### config.mk
export PLATFORM = sky130hd
export DESIGN_NAME = bcd_to_bin
export DESIGN_NICKNAME = d
export VERILOG_FILES = /design/src/rtl/bcd_pkg.sv /design/src/rtl/bcd_to_bin_dsub.sv /design/src/rtl/bcd_to_bin.sv
export SDC_FILE = /design/constraint.sdc
export NUM_CORES = 1
export LEC_CHECK = 0
export CAP_MARGIN = 20
export CORE_MARGIN = 2
export CORE_UTILIZATION = 54
export DETAILED_ROUTE_END_ITERATION = 8
export HOLD_SLACK_MARGIN = 0.12
export PLACE_DENSITY_LB_ADDON = 0.05
export SLEW_MARGIN = 5
export SYNTH_ARGS = -nofsm -noshare
export SYNTH_HDL_FRONTEND = slang
export SYNTH_HIERARCHICAL = 1
export SYNTH_SLANG_ARGS = --single-unit
export TNS_END_PERCENT = 10
### constraint.sdc
create_clock -name clk -period 1.4 [get_ports clk]
set_input_delay 0.14 -clock clk [delete_from_list [all_inputs] [get_ports clk]]
set_output_delay 0.14 -clock clk [all_outputs]
set_load 0.01 [all_outputs]
### src/rtl/bcd_pkg.sv
// Shared types and constants for the BCD-to-binary converter.
// Holds the FSM state encoding, the reverse double-dabble correction
// constants and the minimum-width helper used by the elaboration check.
package bcd_pkg;

    typedef enum logic [1:0] {
        IDLE  = 2'd0,
        SHIFT = 2'd1,
        DONE  = 2'd2
    } state_e;

    // A post-shift digit at or above this value came from a decimal
    // weight of 10 and must be pulled back down by 3 (16 -> 10 scaling).
    localparam logic [3:0] BCD_CORR_THRESH = 4'h8;
    localparam logic [3:0] BCD_CORR_VAL    = 4'h3;

    // Smallest binary width able to hold every value of a `digits`-digit
    // BCD number: ceil(log2(10^digits)).
    function automatic int bin_w_min(input int digits);
        longint unsigned pow10;
        int              w;
        pow10 = 64'd1;
        for (int i = 0; i < digits; i++) begin
            pow10 = pow10 * 64'd10;
        end
        w = 0;
        for (int b = 0; b < 63; b++) begin
            if ((64'd1 << b) < pow10) begin
                w = b + 1;
            end
        end
        return w;
    endfunction

endpackage

### src/rtl/bcd_to_bin_dsub.sv
// One digit slice of the reverse double-dabble shifter.
// Shifts the digit right by one (taking the bit from the digit above),
// hands its LSB to the digit below, and applies the -3 correction when
// the shifted digit is 8 or more. Purely combinational.
module bcd_seg_dsub
    import bcd_pkg::*;
(
    input  logic [3:0] digit_i,
    input  logic       shift_in_i,
    output logic [3:0] digit_o,
    output logic       shift_out_o
);

    logic [3:0] shifted;

    // Shift then correct; the subtraction cannot underflow because it only
    // fires for shifted >= 8.
    always_comb begin
        shifted     = {shift_in_i, digit_i[3:1]};
        shift_out_o = digit_i[0];
        if (shifted >= BCD_CORR_THRESH) begin
            digit_o = shifted - BCD_CORR_VAL;
        end else begin
            digit_o = shifted;
        end
    end

endmodule

### src/rtl/bcd_to_bin.sv
// Multi-cycle BCD-to-binary converter (reverse double-dabble).
// start/done handshake: start is sampled only while idle; a conversion
// then runs BIN_W shift cycles (busy high) and finishes with a one-cycle
// done pulse on which bin_out/err are already valid. Requests arriving
// while busy or during done are dropped, never queued.
// Optional feature: define BCD2BIN_DIGIT_CHECK_EN to reject inputs that
// contain a digit above 9 (err=1, bin_out=0, immediate done).
module bcd_to_bin
    import bcd_pkg::*;
#(
    parameter int DIGITS = 4,
    parameter int BIN_W  = 14
) (
    input  logic                  clk,
    input  logic                  rst,
    input  logic                  start,
    input  logic [4*DIGITS-1:0]   bcd_in,
    output logic                  busy,
    output logic                  done,
    output logic [BIN_W-1:0]      bin_out,
    output logic                  err,
    output state_e                state_dbg
);

    localparam int              CNT_W    = $clog2(BIN_W + 1);
    localparam logic [CNT_W-1:0] LAST_CNT = CNT_W'(BIN_W - 1);

    if (DIGITS < 1 || DIGITS > 8 || BIN_W < bin_w_min(DIGITS)) begin : g_width_chk
        $error("bcd_to_bin: DIGITS must be 1..8 and 2**BIN_W >= 10**DIGITS");
    end

    state_e                state_q, state_d;
    logic [4*DIGITS-1:0]   bcd_sr_q, bcd_sr_d;
    logic [BIN_W-1:0]      bin_sr_q, bin_sr_d;
    logic [CNT_W-1:0]      cnt_q, cnt_d;
    logic [BIN_W-1:0]      bin_out_q, bin_out_d;
    logic                  err_q, err_d;

    logic [4*DIGITS-1:0]   bcd_shift;
    logic [DIGITS:0]       carry;
    logic                  bad_digit;
    logic                  last_shift;

    // Digit chain: carry[d+1] enters digit d, carry[0] leaves into bin_sr.
    assign carry[DIGITS] = 1'b0;

    for (genvar d = 0; d < DIGITS; d++) begin : g_digit
        bcd_seg_dsub u_dsub (
            .digit_i     (bcd_sr_q[4*d +: 4]),
            .shift_in_i  (carry[d+1]),
            .digit_o     (bcd_shift[4*d +: 4]),
            .shift_out_o (carry[d])
        );
    end

`ifdef BCD2BIN_DIGIT_CHECK_EN
    // Flag any incoming digit outside 0..9.
    always_comb begin
        bad_digit = 1'b0;
        for (int d = 0; d < DIGITS; d++) begin
            if (bcd_in[4*d +: 4] > 4'd9) begin
                bad_digit = 1'b1;
            end
        end
    end
`else
    assign bad_digit = 1'b0;
`endif

    assign last_shift = (cnt_q == LAST_CNT);

    // State register.
    always_ff @(posedge clk) begin
        if (rst) begin
            state_q <= IDLE;
        end else begin
            state_q <= state_d;
        end
    end

    // Next-state logic; a rejected input skips the shift phase entirely.
    always_comb begin
        state_d = state_q;
        case (state_q)
            IDLE:    if (start) state_d = bad_digit ? DONE : SHIFT;
            SHIFT:   if (last_shift) state_d = DONE;
            DONE:    state_d = IDLE;
            default: state_d = IDLE;
        endcase
    end

    // Output logic.
    always_comb begin
        busy      = (state_q == SHIFT);
        done      = (state_q == DONE);
        bin_out   = bin_out_q;
        state_dbg = state_q;
`ifdef BCD2BIN_DIGIT_CHECK_EN
        err       = err_q;
`else
        err       = 1'b0;
`endif
    end

    // Datapath next values: load on accept, shift/correct while busy, and
    // publish the result on the last shift so it is valid during done.
    always_comb begin
        bcd_sr_d  = bcd_sr_q;
        bin_sr_d  = bin_sr_q;
        cnt_d     = cnt_q;
        bin_out_d = bin_out_q;
        err_d     = err_q;
        case (state_q)
            IDLE: begin
                if (start) begin
                    bcd_sr_d = bcd_in;
                    bin_sr_d = '0;
                    cnt_d    = '0;
                    if (bad_digit) begin
                        bin_out_d = '0;
                        err_d     = 1'b1;
                    end
                end
            end
            SHIFT: begin
                bcd_sr_d = bcd_shift;
                bin_sr_d = {carry[0], bin_sr_q[BIN_W-1:1]};
                cnt_d    = cnt_q + CNT_W'(1);
                if (last_shift) begin
                    bin_out_d = {carry[0], bin_sr_q[BIN_W-1:1]};
                    err_d     = 1'b0;
                end
            end
            default: ;
        endcase
    end

    // Datapath registers; reset discards any partial conversion.
    always_ff @(posedge clk) begin
        if (rst) begin
            bcd_sr_q  <= '0;
            bin_sr_q  <= '0;
            cnt_q     <= '0;
            bin_out_q <= '0;
            err_q     <= 1'b0;
        end else begin
            bcd_sr_q  <= bcd_sr_d;
            bin_sr_q  <= bin_sr_d;
            cnt_q     <= cnt_d;
            bin_out_q <= bin_out_d;
            err_q     <= err_d;
        end
    end

endmodule

==> metrics.cfg <==
[grt]
grt_overflow = 0
grt_pass1_wl_mm = 8.62
grt_antenna_before_repair = 0
grt_max_degree = 25
grt_pass1_vias = 1882
globalRouteTotalUtil_pct = 20.6

[power_and_ir_drop]
p_int_mw = 2.05
p_per_area_nw_per_um2 = 920
total_leakage_power_nw = 1.21
pwr-share-clk_pct = 30.9
switching_share_pct = 27.9
ir_drop_uv = 885
p_sw_mw = 0.794
p_seq_share_pct = 53.1
comb_power_share_pct = 16.0

[clocking]
postCtsSetupBuffers = 0
hold_buffers = 0
clock_latency_ps = 310
tritoncts = done
clk_pin_slew_ps = 100
clock_sinks = 49
cts_buffers = 5
htreeDepth = 2
ctsResizeCount = 9
root_buffer = clkbuf_8
clockBufferDepth = 2

[worst_setup_path]
path_cells = clkdlybuf4s50_1
end_kind = output port
worstPathMaxFanout = 2
critPathLaunchType = flop
path_delay_family = buffers and inverters
arrival_ps = 1240
slowest_stage = clkdlybuf4s50_1
worstPathRequired_ps = 1260
timing.critical_path.buf_inv = 1
cp_slowest_stage_delay_ps = 550
crit_type = flop to output port

[route]
wirelength_met1_mm = 2.54
vias = 2096
drt_iter0_markers = 92
drt-pass1-iter-count = 4
drc = 0
post_drt_wl_per_cell_um = 12.6
postRouteAntennaNets = 0
routed_wl_mm = 5.02
viasPerCell = 5.25
met2RoutedLength_mm = 2.26
top_layer_used = met4
route.met3.wl_um = 161

[synth]
yosysUniqueCellTypes = 29
synth_area_per_cell_um2 = 8.20
synth_edf_count = 0
ys_seq_area_share_pct = 39.2
synth_common_cells = dfxtp_1, a21oi_1, inv_1
synth_ff_type = dfxtp_1
yosysTopAreaCell = dfxtp_1
yosysMostFrequentCell = dfxtp_1
yosysTopAreaCellShare_pct = 39.2
ys_ff_latch = 49
netlist_instances = 305
synthTopCellsByArea = dfxtp_1, a21oi_1, ha_1
yosysWarnings = 6
synthArstFlopShare_pct = 0
netlist_area_um2 = 2500

[timing]
holdWs_ps = 478
report.final.slew_viol_count = 0
rsz0062_at_grt = true
max-slew-margin-rel_pct = 65.6
hold_violations = 0
fin_crit_sh_pct = 98.6
fin_tns_setup_ps = 0
setup_viol = 0
skew_ps = 8.48
tightest_slew_ps = 516
max_freq_mhz = 724
fin_crit_ps = 1380

[floorplan]
die_width_um = 72.0
dieArea_um2 = 5190
core-area_um2 = 4410
io_pins = 38
die_h_um = 72.0
rows = 24
start_util_pct = 56.6

[job]
cap_violations = 0

[run_status]
status = finished clean

[finish]
areaGrowthSynthToFinish_pct = 23.7
fillCellCount = 374
diodes = 0
layout-drive-gt1-share_pct = 16.4
finalNetCount = 375
final_util_pct = 70.1

[place]
hpwl_mm = 3.37
routabilityCongestion = 0.744
numPortBuffers = 36

[min_path]
min_path_type = flop to flop

==> power by group through the flow <==
stage / Clock, mW / Combinational (mW) / Sequential (mW)
5_1_grt: 0.953 / 0.512 / 1.52
6_report: 0.880 / 0.455 / 1.51
3_5_place_dp: 0 / 0.436 / 1.54
3_3_place_gp: 0 / 0.427 / 1.54
2_1_floorplan: 0 / 0.321 / 1.53
4_1_cts: 0.899 / 0.444 / 1.51
==> sequential cells by signal, indices dropped and copies added, names as in the netlist <==
register,flops
cnt_q,4
state_dbg,2
bin_out,14
bin_sr_q,13
bcd_sr_q,16
==> worst min-delay path, stage by stage (launching register included) <==
cell     delay [ps]
dfxtp_1         320
o21ai_0          60
a21oi_1          60
==> final cells by class <==
| class | instances | area (um^2) | area share [%] |
|---|---|---|---|
| clock buffer | 5 | 68.8 | 2.22 |
| timing repair buffer | 56 | 537 | 17.4 |
| tap | 52 | 65.1 | 2.10 |
| sequential | 49 | 992 | 32.1 |
| inverter | 32 | 120 | 3.88 |
| clock inverter | 3 | 25.0 | 0.809 |
| multi-input combinational | 202 | 1280 | 41.5 |
==> per-layer routing <==
metal	global-route usage, %	vias up
met5	0	-
met4	5.66	0
met3	3.33	7
met2	32.3	35
met1	29.6	961
li1	-	1093
==> cells in the final DEF, fill, tap and decap left out, types with 2 or more instances in the layout <==
master | Yosys | routed
nor2b_1 | 5 | 5
nand3_1 | 3 | 3
nor2_1 | 27 | 25
conb_1 | 1 | 6
xnor2_1 | 4 | 4
a22o_1 | 13 | 13
nor3_1 | 12 | 12
or3_1 | 15 | 15
dfxtp_1 | 49 | 44
dfxtp_2 | 0 | 3
clkbuf_8 | 0 | 5
buf_6 | 2 | 3
clkdlybuf4s50_1 | 0 | 32
xor2_1 | 4 | 4
dfxtp_4 | 0 | 2
o221a_2 | 7 | 7
o21ai_0 | 18 | 18
buf_4 | 7 | 16
or3b_2 | 9 | 9
a21oi_1 | 41 | 38
nand3b_1 | 2 | 2
ha_1 | 10 | 10
a31oi_1 | 2 | 2
nand2b_1 | 13 | 13
inv_1 | 32 | 32
nand2_1 | 6 | 6
a21oi_2 | 0 | 3
inv_6 | 0 | 2
==> stage by stage <==
step / worst slack, ps / cells / cell area [um^2] / power, mW
4_1_cts: -166 / 399 / 3040 / 2.85
2_1_floorplan: 66.0 / 310 / 2520 / 1.85
3_5_place_dp: -429 / 391 / 2940 / 1.98
3_3_place_gp: -373 / 391 / 2940 / 1.97
5_1_grt: -48.5 / 399 / 3090 / 2.99
6_report: 19.7 / 399 / 3090 / 2.85
==> logic make-up after synthesis <==
group / share of synthesized area (%)
XOR/XNOR: 2.80
buffers and inverters: 11.0
AND/OR/NAND/NOR: 20.5
adder cells (fa/ha/maj): 5.01
AO/OA/AOI/OAI: 21.3
other: 0.150
flip-flops: 39.2
==> final timing paths <==
path	start	to	cells after the start	slack (ps)
min	bin_out[7]	bin_out[7]	2	480
max	bin_out[13]	bin_out[13]	1	20
max reg2reg	state_dbg[0]	bcd_sr_q[6]	4	80
min reg2reg	bin_out[7]	bin_out[7]	2	480
Note: power is estimated with default switching activity, not from simulation.
